$ cat src/rtl/demux_1x4_buf.sv
// Buffered 1-to-4 demultiplexer with valid/ready on every port.
// Define DEMUX_SKID_EN for 2-entry per-channel FIFOs (registered in_ready).
module demux_1x4_buf #(
    parameter int WIDTH = 32
) (
    input  logic               clk,
    input  logic               rst,
    input  logic [WIDTH-1:0]   in_data,
    input  logic [1:0]         in_sel,
    input  logic               in_valid,
    output logic               in_ready,
    output logic [4*WIDTH-1:0] out_data,
    output logic [3:0]         out_valid,
    input  logic [3:0]         out_ready
);

    // Same encoding as the 4:1 mux: in_sel[1] is the low channel bit.
    logic [1:0] ch;
    logic       push;
    logic [3:0] push_ch;
    logic [3:0] pop_ch;

    logic [3:0][WIDTH-1:0] head_q, head_d;

    assign ch   = {in_sel[0], in_sel[1]};
    assign push = in_valid & in_ready;

    always_comb begin
        push_ch = 4'b0000;
        push_ch[ch] = push;
    end

    assign pop_ch   = out_valid & out_ready;
    assign out_data = head_q;

`ifdef DEMUX_SKID_EN
    logic [3:0][WIDTH-1:0] skid_q, skid_d;
    logic [3:0][1:0]       count_q, count_d;

    // Registered-only ready: no path from out_ready to in_ready.
    assign in_ready = (count_q[ch] != 2'd2);

    always_comb begin
        for (int k = 0; k < 4; k++) begin
            out_valid[k] = (count_q[k] != 2'd0);
        end
    end

    always_comb begin
        head_d  = head_q;
        skid_d  = skid_q;
        count_d = count_q;
        for (int k = 0; k < 4; k++) begin
            case ({push_ch[k], pop_ch[k]})
                2'b10: begin
                    if (count_q[k] == 2'd0) begin
                        head_d[k] = in_data;
                    end else begin
                        skid_d[k] = in_data;
                    end
                    count_d[k] = count_q[k] + 2'd1;
                end
                2'b01: begin
                    head_d[k]  = skid_q[k];
                    count_d[k] = count_q[k] - 2'd1;
                end
                // Push+pop only reaches here at count 1, so the new word becomes head.
                2'b11: begin
                    head_d[k] = in_data;
                end
                default: ;
            endcase
        end
    end

    always_ff @(posedge clk or posedge rst) begin
        if (rst) begin
            head_q  <= '0;
            skid_q  <= '0;
            count_q <= '0;
        end else begin
            head_q  <= head_d;
            skid_q  <= skid_d;
            count_q <= count_d;
        end
    end
`else
    logic [3:0] valid_q, valid_d;

    assign in_ready  = ~valid_q[ch] | out_ready[ch];
    assign out_valid = valid_q;

    always_comb begin
        head_d  = head_q;
        valid_d = valid_q;
        for (int k = 0; k < 4; k++) begin
            if (push_ch[k]) begin
                head_d[k]  = in_data;
                valid_d[k] = 1'b1;
            end else if (pop_ch[k]) begin
                valid_d[k] = 1'b0;
            end
        end
    end

    always_ff @(posedge clk or posedge rst) begin
        if (rst) begin
            head_q  <= '0;
            valid_q <= '0;
        end else begin
            head_q  <= head_d;
            valid_q <= valid_d;
        end
    end
`endif

endmodule

$ cat config.mk
export PLATFORM = sky130hd
export DESIGN_NAME = demux_1x4_buf
export DESIGN_NICKNAME = d
export VERILOG_FILES = /design/src/rtl/demux_1x4_buf.sv
export SDC_FILE = /design/constraint.sdc
export NUM_CORES = 1
export LEC_CHECK = 0
export ABC_AREA = 1
export CORE_UTILIZATION = 50
export DETAILED_ROUTE_END_ITERATION = 10
export HOLD_SLACK_MARGIN = 0.02
export PLACE_DENSITY = 0.85
export SYNTH_ARGS = -nofsm -noshare
export SYNTH_HDL_FRONTEND = slang
export SYNTH_SLANG_ARGS = --single-unit
$ cat constraint.sdc
create_clock -name clk -period 7.46 [get_ports clk]
set_clock_uncertainty 0.05 [all_clocks]
set_input_delay 0.746 -clock clk [delete_from_list [all_inputs] [get_ports clk]]
set_output_delay 0.746 -clock clk [all_outputs]
set_load 0.1 [all_outputs]
==> impl_metrics.ini <==
[status]
outcome = finished clean

[synth]
synth_top_area_frac = 0.588
synth_area_leaders = dfrtp_1, nand2_1, nand4_1
synth_top_cell_by_area = dfrtp_1
ys_seq_area_frac = 0.588
synth_area_mm2 = 0.00562
syn_inst = 608
syn_nets = 649
yosysUniqueCellTypes = 19
yosys_warnings = 0
syn_area_per_cell_um2 = 9.24
ys_ff_latch = 132

[floorplanning]
core_region_area_mm2 = 0.0109
initial_core_util = 0.516
design.portCount = 174
die_w_um = 108
dieArea_mm2 = 0.0117
fp.dieH_um = 108
rows = 38

[timing]
setup-tns-final_ps = 0
period_share = 0.658
hold_viol = 0
slew_viol_final = 0
min_period_ps = 4910
max_freq_mhz = 204
setup_viol = 0
rsz0062_at_grt = false
worstMarginPinSlew_ps = 1030
relSlewSlack = 0.310

[pwr]
worst_ir_drop_vdd_uv = 268
p_leak_nw = 3.79
power.density_mw_per_mm2 = 430

[clock_tree]
ctsLongestPathBuffers = 2
cts_resized = 0
ctsHoldBuffers = 0
clock_sinks = 132
cts_buffers = 17
cts_max_level = 4
post_cts_buffers = 0
cts_tree = done
path_clk_slew_ps = 60
clk-insertion-delay-late_ps = 520
root_buffer = clkbuf_8

[placed_design]
globalplace.congestion = 0.839
dpl.hpwl_um = 10100
port_buffers = 173

[global_route]
grtUsageMet3 = 0.0820
grt_usage = 0.290
grt-ovfl-total = 0
grt_use_met1 = 0.376
use_met2 = 0.469
grt_pass1_vias = 4992
grt_max_degree = 134
antenna_found_initial = 0
grt_pass1_wl_um = 25600
top_usage_layer = met2

[job]
maxCapViolations = 0

[setup_path]
rrSetupSlack_ps = 4670
max_stage_delay_ps = 1270
crit_buf_inv = 2
r2r-start = out_valid[2]$_DFFE_PP0P_
crit_family = buffers and inverters
start_kind = input pin
worstPathRequired_ps = 6660
path_cells = clkdlybuf4s50_1 -> nor2_8 -> nand2_1 -> nand2_1 -> nor2_4 -> nand2_8 -> clkdlybuf4s50_1
ff2ff_path_depth = 8
r2r_end = out_data[116]$_DFFE_PP0P_
crit_path_end_kind = primary output
crit_slowest_cell = clkdlybuf4s50_1
worst-path-max-fanout = 133
cp.arrival_ps = 4110
crit_type = in2out

[final_layout]
utilization = 0.718
syn_to_final_growth_pct = 39.1
drive_gt1_frac = 0.0655
fin_nets = 791
n_fill_cell = 804
n_antenna_cell = 0
multiInputGateArea_mm2 = 0.00196
seqCellArea_mm2 = 0.00330

[detailed_routing]
vias = 5155
dr.pass1.iters = 4
drcViolationCount = 0
vias_per_cell = 5.71
drt_iter0_markers = 434
ant_nets = 0
drt-total-wl_um = 16300
wl_per_cell_um = 18.1

[worst_hold_path]
hp-class = reg2reg
min_to = out_data[82]$_DFFE_PP0P_
hold_depth = 2
worstHoldStart = out_data[82]$_DFFE_PP0P_
==> flip-flops by register name (all words and copies together), names as in the netlist <==
signal     flops
out_data     128
out_valid      4
==> synth_stat cells, drive strengths merged <==
cell type  count
inv            8
nand3          7
nand2        270
nand4        128
o21ai          4
dfrtp        132
buf           37
nor2           4
clkbuf        18
==> routing by layer <==
metal  vias up  part of all wire
met3        30             0.086
met2       264              0.50
met1      2508              0.40
met5         -                 0
met4         0             0.016
li1       2353                 -
==> layout make-up <==
type	count	share of cell area
Clock buffer	20	0.0570
Clock inverter	12	0.0168
Inverter	8	0.00416
Multi-Input combinational cell	413	0.251
Sequential cell	132	0.423
Tap cell	140	0.0224
Timing Repair Buffer	178	0.226
==> kinds of logic after synthesis <==
group	Yosys count	share of synthesized area
flip-flops	132	0.588
AO/OA/AOI/OAI	4	0.00356
AND/OR/NAND/NOR	409	0.343
buffers and inverters	63	0.0657
==> stage by stage <==
step	power (mW)	std cells	hold WS (ps)	setup WS, ps	area (µm²)
after global placement	2.54	871	403	2700	7240
after CTS	3.37	903	423	2630	7820
after detailed placement	2.56	871	409	2660	7240
after floorplan	2.17	608	777	3140	5620
final	3.36	903	422	2550	7820
after global routing	3.46	903	439	2470	7820
==> placed cells by master, fill, tap and decap left out <==
master,netlist,final
nand3_2,4,4
nand2_8,1,1
bufinv_16,0,2
clkbuf_8,0,3
nand4_1,128,128
nor2_4,1,3
clkbuf_16,0,16
clkinv_4,0,3
buf_4,5,6
clkdlybuf4s50_1,0,172
o21ai_1,4,4
nand2_2,1,1
clkbuf_1,17,1
nor2_8,1,1
clkinvlp_4,0,4
nand2_1,268,268
dfrtp_1,132,132
inv_1,6,5
nand3_1,3,3
clkinv_2,0,3
inv_2,2,2
inv_4,0,1
==> power breakdown <==
part           switching (mW)  internal, mW  leakage [nW]
logic                    1.29         0.313          1.86
clock network           0.309         0.492         0.273
registers              0.0926         0.858          1.65
total                    1.69          1.66          3.79
==> worst max-delay path by stage <==
stage / cells past startpoint / slack, ps / to / startpoint
2_1_floorplan: 1 / 3140 / out_data[0]$_DFFE_PP0P_ / rst
3_3_place_gp: 7 / 2700 / in_ready / in_sel[1]
3_5_place_dp: 7 / 2660 / in_ready / in_sel[1]
4_1_cts: 7 / 2630 / in_ready / in_sel[1]
5_1_grt: 7 / 2470 / in_ready / in_sel[1]
6_report: 7 / 2550 / in_ready / in_sel[1]
==> worst register-to-register path: stages (launching register included) <==
cell and delay (ps):
dfrtp_1 400, nand2_1 100, nand2_1 60, nand2_1 70
nand2_2 110, nand2_8 520, nand3_2 960, nand2_1 300
nand2_1 90
No activity file was read; power rests on OpenSTA's default activity.
